$ cat src/rtl/times_table_arbiter.sv
// Round-robin arbiter sharing the single-port times-table BRAM between two
// lookup clients; tracks the requester of each in-flight read and routes the product back.
module times_table_arbiter #(
   parameter int RD_LAT = 1
) (
   input  logic       clk,
   input  logic       rst_n,
   input  logic       req0,
   input  logic       req1,
   input  logic [2:0] a0,
   input  logic [2:0] b0,
   input  logic [2:0] a1,
   input  logic [2:0] b1,
   output logic       gnt0,
   output logic       gnt1,
   output logic       rvalid0,
   output logic       rvalid1,
   output logic [5:0] rdata0,
   output logic [5:0] rdata1,
   output logic       bram_en,
   output logic [5:0] bram_addr,
   input  logic [5:0] bram_dout,
   output logic       busy
);

   typedef struct packed {
      logic valid;
      logic id;
   } track_t;

   logic   prio;
   logic   prio_next;
   logic   xfer;
   logic   gnt_id;
   track_t pipe [RD_LAT];
   track_t last;

   // Round-robin pointer register.
   always_ff @(posedge clk or negedge rst_n) begin
      // NOTE: sequential state uses non-blocking assignments so every flop
      // samples the pre-edge value regardless of process ordering.
      if (!rst_n) prio <= 1'b0;
      else        prio <= prio_next;
   end

   // Pointer moves to the requester that was not just served.
   always_comb begin
      prio_next = prio;
      if (xfer) prio_next = ~gnt_id;
   end

   // Grant decode: pointer only matters under contention.
   always_comb begin
      // NOTE: every combinational output gets a default first, so no path
      // leaves it unassigned and no latch is inferred.
      gnt0 = 1'b0;
      gnt1 = 1'b0;
      if (req0 && req1) begin
         gnt0 = ~prio;
         gnt1 = prio;
      end else begin
         gnt0 = req0;
         gnt1 = req1;
      end
   end

   assign xfer    = gnt0 | gnt1;
   assign gnt_id  = gnt1;
   assign bram_en = req0 | req1;

   always_comb begin
      bram_addr = 6'd0;
      if (gnt0)      bram_addr = {a0, b0};
      else if (gnt1) bram_addr = {a1, b1};
   end

   // Requester-ID tracking through the BRAM read latency.
   always_ff @(posedge clk or negedge rst_n) begin
      if (!rst_n) begin
         // NOTE: the tracking stages are a handful of flops, not a RAM, so
         // clearing them in reset is cheap and guarantees in-flight lookups die.
         for (int i = 0; i < RD_LAT; i++) pipe[i] <= '0;
      end else begin
         pipe[0] <= '{valid: xfer, id: gnt_id};
         for (int i = 1; i < RD_LAT; i++) pipe[i] <= pipe[i-1];
      end
   end

   assign last = pipe[RD_LAT-1];

   always_comb begin
      busy = 1'b0;
      for (int i = 0; i < RD_LAT; i++) busy = busy | pipe[i].valid;
   end

   // Return path: capture the product for whichever requester issued it.
   always_ff @(posedge clk or negedge rst_n) begin
      if (!rst_n) begin
         rvalid0 <= 1'b0;
         rvalid1 <= 1'b0;
         rdata0  <= 6'd0;
         rdata1  <= 6'd0;
      end else begin
         rvalid0 <= last.valid && !last.id;
         rvalid1 <= last.valid &&  last.id;
         if (last.valid && !last.id) rdata0 <= bram_dout;
         if (last.valid &&  last.id) rdata1 <= bram_dout;
      end
   end

endmodule

$ cat config.mk
export PLATFORM = sky130hd
export DESIGN_NAME = times_table_arbiter
export DESIGN_NICKNAME = d
export VERILOG_FILES = /design/src/rtl/times_table_arbiter.sv
export SDC_FILE = /design/constraint.sdc
export NUM_CORES = 1
export LEC_CHECK = 0
export BUFFER_PORTS_ARGS = -buffer_cell sky130_fd_sc_hd__buf_2
export CAP_MARGIN = 30
export CORE_MARGIN = 3
export CORE_UTILIZATION = 42
export CTS_CLUSTER_DIAMETER = 80
export CTS_CLUSTER_SIZE = 10
export DETAILED_ROUTE_END_ITERATION = 10
export GPL_TIMING_DRIVEN = 0
export PLACE_DENSITY = 0.84
export SLEW_MARGIN = 25
export SYNTH_ARGS = -nofsm -noshare
export SYNTH_HDL_FRONTEND = slang
export SYNTH_SLANG_ARGS = --single-unit
$ cat constraint.sdc
create_clock -name clk -period 1.7 [get_ports clk]
set_input_delay 0.17 -clock clk [delete_from_list [all_inputs] [get_ports clk]]
set_output_delay 0.17 -clock clk [all_outputs]
set_load 0.05 [all_outputs]
==> impl_metrics.csv, run 1 <==
group,metric,value,unit
outcome,status,"completed",
placement,routabilityCongestion,0.683,
yosys,synthFlopType,"dfrtp_1",
yosys,syn-num-nets,68,
die,start_util,46.3,%
yosys,postSynthRegisterBits,17,
timing,slew_viol_final,0,
yosys,yosysMostFrequentCell,"dfrtp_1",
power,clkPwrFrac,16.6,%
finish,syn2layout_area_growth,38.9,%
placement,port_buffers,44,
flow_run,maxCapViolations,0,
clock_tree,path_clk_slew,0.09,ns
die,die_w,47.7,um
power,p_sw,498,uW
clock_tree,cts_tree,"done",
min_path,hp-class,"input pin to flip-flop",
routing,via_count,578,
die,io_pins,46,
yosys,syn-cell-area,729,um^2
clock_tree,clkLatencyLatePin,0.28,ns
finish,nNetsFinal,118,
critical_path,r2r_start,"busy",
global_routing,grt_pass1_wl,2330,um
finish,antenna_cells,0,
timing,period_needed,1.56,ns
timing,setup_tns,0,ns
global_routing,antenna_found_initial,0,
placement,placedCellCount,106,
routing,drcViolationCount,0,
clock_tree,cts_setup_buffers,0,
timing,worstMarginPinSlew,0.365,ns
global_routing,grt_pass1_vias,581,
critical_path,reg2reg_setup_slack,0.60,ns
clock_tree,cts_max_path_buffers,2,
critical_path,r2r_cells,3,
global_routing,grt_max_degree,18,
die,placementRows,14,
routing,first_pass_iters,2,
die,dieArea,2270,um^2
die,core-area,1580,um^2
die,die_y,47.7,um
power,p_sw_share,41.3,%
yosys,synth_edf_count,0,
global_routing,grt.overflow.total,0,
yosys,synth.area.top_cells,"dfrtp_1, mux2_4, mux2_2",
yosys,syn-mean-instance-area,15.9,um^2
critical_path,crit_path_top_delay_cell,"dfrtp_1",
timing,fin_crit_sh,91.9,%
routing,viasPerCell,5.21,
routing,wire_per_inst,13.2,um
critical_path,cp_data_arrival_time,1.39,ns
clock_tree,cts_num_sinks,17,
timing,finalHoldViolations,0,
timing,fmax,640,MHz
power,p_comb_share,42.3,%
critical_path,crit_required,1.53,ns
power,intPower,708,uW
routing,drt_iter0_drc,7,
clock_tree,numCtsBuffers,3,
timing,finalSetupViolations,0,
yosys,synthDistinctLibCells,15,
critical_path,timing.rr.end,"rdata0[4]",
min_path,hold-path-endpoint,"rdata0[2]",
clock_tree,root_buffer,"clkbuf_4",
min_path,hold_depth,2,
routing,totalWireLength,1460,um
routing,final_antenna_net_count,0,
yosys,netlist.area_leader.share,58.3,%
timing,rsz0062_at_grt,"false",
power,ir_drop,0.000502,V
finish,drive_above_1_share,69.5,%
timing,finClkSkew,0.00384,ns
critical_path,crit_path_end_kind,"primary output",
finish,fin_cells,111,
global_routing,track_usage,14.6,%
power,pwr_density_cell,1190,nW/um^2
yosys,synthArstFlopShare,100,%
placement,dp_hpwl,1190,um
min_path,min_from,"bram_dout[2]",
critical_path,cp_slowest_stage_delay,0.44,ns
critical_path,cp_max_fo,7,
yosys,ys_top_cells_by_count,"dfrtp_1, a32o_1, mux2_2, mux2_4",
power,p_leak,0.000535,uW
yosys,ys_warn_count,0,
critical_path,cp-start-kind,"flip-flop",
timing,slew_headroom,75.7,%
power,seq_power_share,41.1,%
yosys,synthCells,46,
yosys,synth_top_cell_by_area,"dfrtp_1",
clock_tree,htreeDepth,1,
critical_path,crit_type,"flip-flop to primary output",
yosys,synth_seq_area_share,58.3,%
critical_path,crit_chain,"nand2b_4 > a32o_1 > buf_2",
metrics by stage:
| stage | cell area [um^2] | power [uW] | hold WS, ns | setup WS, ns | utilization (%) |
|---|---|---|---|---|---|
| after floorplan | 729 | 888 | -0.126 | 0.180 | - |
| after global placement | 970 | 1000 | 0.100 | 0.368 | 61.5 |
| after CTS | 1010 | 1220 | 0.123 | 0.0118 | 63.8 |
| final | 1010 | 1210 | 0.131 | 0.138 | 64.3 |
| after detailed placement | 970 | 1010 | 0.104 | 0.346 | 61.5 |
| after global routing | 1010 | 1270 | 0.113 | 0.0489 | 64.3 |
flip-flops by register name (all words and copies together) (netlist names):
name     flops
rdata0       6
rvalid0      1
prio         1
last         1
rvalid1      1
busy         1
rdata1       6
layer usage:
layer | track usage [%] | routed length (um) | vias up | share of wire, %
met1 | 15.8 | 554 | 270 | 38
met5 | 0 | 0 | - | 0
li1 | - | - | 267 | -
met3 | 2.63 | 181 | 2 | 12
met2 | 27.3 | 710 | 39 | 49
met4 | 6.45 | 12 | 0 | 0.82
cells in the final DEF, fill, tap and decap left out, types with 3 or more instances in the layout:
cell      synthesis  layout
mux2_4            6       6
a32o_1            6       6
dfrtp_1          17      17
clkbuf_4          0       3
mux2_2            6       6
buf_2             1      45
how the worst max path moves through the flow:
stage / startpoint / end / slack (ns) / depth (start not counted)
after global routing: prio / bram_addr[1] / 0.05 / 3
after floorplan: prio / bram_addr[0] / 0.18 / 2
after CTS: prio / bram_addr[1] / 0.01 / 3
final: prio / bram_addr[1] / 0.14 / 3
after global placement: prio / bram_addr[1] / 0.37 / 3
after detailed placement: prio / bram_addr[1] / 0.35 / 3
layout make-up:
| cell class | instances | area (um^2) |
|---|---|---|
| Buffer | 2 | 16.3 |
| Clock buffer | 4 | 26.3 |
| Fill cell | 131 | 563 |
| Inverter | 1 | 3.75 |
| Multi-Input combinational cell | 26 | 292 |
| Sequential cell | 17 | 425 |
| Tap cell | 16 | 20.0 |
| Timing Repair Buffer | 45 | 230 |
power by group through the flow:
stage	clock network [uW]	registers, uW	logic, uW
2_1_floorplan	0	697	191
3_3_place_gp	0	500	503
3_5_place_dp	0	504	508
4_1_cts	212	497	511
5_1_grt	228	506	538
6_report	200	496	510
cells by family after synthesis:
kind of cell | synth area share, %
AO/OA/AOI/OAI | 11.5
buffers and inverters | 2.74
flip-flops | 58.3
multiplexers | 21.6
AND/OR/NAND/NOR | 5.83
worst max-delay path, delay by kind of cell, from the launching register on:
family                 cells  cell delay (ns)
AO/OA/AOI/OAI              1             0.27
buffers and inverters      1             0.21
flip-flops                 1             0.44
AND/OR/NAND/NOR            1             0.19
repair_timing:
| item | CTS | global route |
|---|---|---|
| endpoints found under the hold margin | 17 | 0 |
| hold buffers | 1 | 0 |
| setup endpoints to repair | 0 | 6 |
| resized for setup | 0 | 2 |
Note: power is estimated with default switching activity, not from simulation.
==> run 2: changes to the inputs <==
--- a/config.mk
+++ b/config.mk
@@ -11,5 +11,5 @@
 export CORE_UTILIZATION = 42
 export CTS_CLUSTER_DIAMETER = 80
-export CTS_CLUSTER_SIZE = 10
+export CTS_CLUSTER_SIZE = 30
 export DETAILED_ROUTE_END_ITERATION = 10
 export GPL_TIMING_DRIVEN = 0
==> constraint.sdc (replaced) <==
create_clock -name clk -period 1.7 [get_ports clk]
set_input_delay 0 -clock clk [delete_from_list [all_inputs] [get_ports clk]]
set_output_delay 0 -clock clk [all_outputs]
set_load 0.05 [all_outputs]
==> run 2 against run 1 <==
  * Design area rose by 6.2%
  * Clock skew rose by 0.00053 ns
  * Register-to-register slack hardly changed
  * Non-clock buffer count rose by 7
  * Worst hold slack got worse by 0.089 ns
  * Critical path depth unchanged
==> impl_metrics.csv, run 2 (synthesis results as in run 1) <==
group,metric,value,unit
clock_tree,root_buffer,"clkbuf_4",
routing,totalWireLength,1600,um
power,pwr_density_cell,1130,nW/um^2
timing,period_needed,1.50,ns
die,core-area,1580,um^2
global_routing,grtUsageMet3,2.63,%
placement,post-place-ws,0.516,ns
placement,placedCellCount,106,
timing,setup_tns,0,ns
critical_path,timing.rr.end,"rdata0[4]",
power,ir_drop,0.000515,V
routing,first_pass_iters,5,
timing,slew_headroom,75.4,%
finish,reg.largest.list,"rdata0: 6 flops, rdata1: 6 flops",
power,p_sw,505,uW
critical_path,crit_type,"flip-flop to primary output",
timing,fmax,667,MHz
timing,finClkSkew,0.00437,ns
power,seq_power_share,40.8,%
global_routing,gr-usage-met2,30.5,%
clock_tree,cts_num_sinks,17,
critical_path,r2r_start,"busy",
timing,finalSetupViolations,0,
global_routing,grt_max_degree,18,
finish,layout_common_cells,"buf_2, dfrtp_1, dlygate4sd3_1",
placement,routabilityCongestion,0.683,
timing,setup_slack,0.201,ns
clock_tree,htreeDepth,1,
finish,nNetsFinal,125,
min_path,hold-path-endpoint,"prio",
clock_tree,path_clk_slew,0.08,ns
critical_path,reg2reg_setup_slack,0.60,ns
die,dieArea,2270,um^2
timing,fin_crit_sh,88.2,%
critical_path,crit_start,"prio",
flow_run,maxCapViolations,0,
finish,antenna_cells,0,
global_routing,grt_pass1_vias,621,
power,p_comb_share,42.7,%
finish,final_common_cell,"buf_2",
die,die_w,47.7,um
finish,drive_above_1_share,63.7,%
power,p_leak,0.000558,uW
min_path,min_from,"req1",
die,placementRows,14,
power,finalPower,1220,uW
global_routing,grt.busiest_layer,"met2",
timing,rsz0062_at_grt,"false",
power,p_sw_share,41.4,%
critical_path,r2r_cells,3,
die,start_util,46.3,%
outcome,status,"completed",
global_routing,grt.overflow.total,0,
power,clkPwrFrac,16.5,%
critical_path,cp-start-kind,"flip-flop",
routing,drcViolationCount,0,
min_path,hp-class,"input pin to flip-flop",
die,io_pins,46,
critical_path,cp_max_fo,7,
routing,via_count,604,
routing,viasPerCell,5.12,
finish,fin_cells,118,
clock_tree,cts_tree,"done",
die,die_y,47.7,um
global_routing,grt_pass1_wl,2600,um
finish,multi_input_area,284,um^2
finish,seqCellArea,425,um^2
clock_tree,cts_max_path_buffers,2,
global_routing,use_met1,19.0,%
global_routing,track_usage,16.6,%
global_routing,antenna_found_initial,0,
clock_tree,numCtsBuffers,3,
routing,final_antenna_net_count,0,
critical_path,crit_required,1.70,ns
routing,drt_iter0_drc,8,
placement,port_buffers,44,
routing,wire_per_inst,13.6,um
timing,finalHoldViolations,0,
power,intPower,716,uW
min_path,hold_depth,2,
clock_tree,clkLatencyLatePin,0.28,ns
finish,fill_cells,121,
placement,dp_hpwl,1190,um
critical_path,cp_data_arrival_time,1.50,ns
timing,worstMarginPinSlew,0.370,ns
clock_tree,cts_setup_buffers,0,
finish,syn2layout_area_growth,47.5,%
timing,slew_viol_final,0,
critical_path,crit_path_end_kind,"primary output",
-- run 2: cell count changes in the layout (fill, tap and decap cells not counted) --
cell           previous run  this run
nand2b_4                  1         0
dlygate4sd3_1             1         8
nand2b_1                  0         1
-- run 2: power groups by stage --
stage          clock network [uW]  registers, uW  logic, uW
2_1_floorplan                   0            697        191
3_3_place_gp                    0            500        503
3_5_place_dp                    0            504        508
4_1_cts                       212            497        523
5_1_grt                       228            507        550
6_report                      202            498        521
-- run 2: layer usage --
metal	part of all wire [%]	up-vias
met1	37	287
li1	-	280
met4	0	0
met3	9.9	0
met2	53	37
met5	0	-
-- run 2: cell type report --
type | instances | share of cell area [%]
buffer | 2 | 1.51
timing repair buffer | 52 | 27.9
inverter | 1 | 0.349
clock buffer | 4 | 2.44
sequential | 17 | 39.5
tap | 16 | 1.86
multi-input combinational | 26 | 26.4
-- run 2: stage by stage --
stage | area (um^2) | hold WS [ns] | utilization (%)
floorplan | 729 | -0.296 | -
global placement | 970 | -0.0698 | 61.5
CTS | 1080 | 0.0303 | 68.3
global route | 1080 | 0.0565 | 68.3
finish | 1080 | 0.0424 | 68.3
detailed placement | 970 | -0.0656 | 61.5
-- run 2: worst max-delay path by stage --
stage | slack [ns] | depth (start not counted) | to
2_1_floorplan | 0.28 | 3 | rdata0[0]
4_1_cts | 0.18 | 3 | bram_addr[1]
3_5_place_dp | 0.52 | 3 | bram_addr[1]
5_1_grt | 0.12 | 3 | bram_addr[1]
3_3_place_gp | 0.54 | 3 | bram_addr[1]
6_report | 0.20 | 3 | bram_addr[1]
-- run 2: critical path: stages, from the launching register on --
cell and delay [ns]:
dfrtp_1 0.44, nand2b_1 0.27, a32o_1 0.31, buf_2 0.21
-- run 2: timing repair --
item	in CTS	in global routing
gates resized for setup	0	0
endpoints found under the setup margin	0	0
hold buffers	8	0
endpoints found under the hold margin	31	0
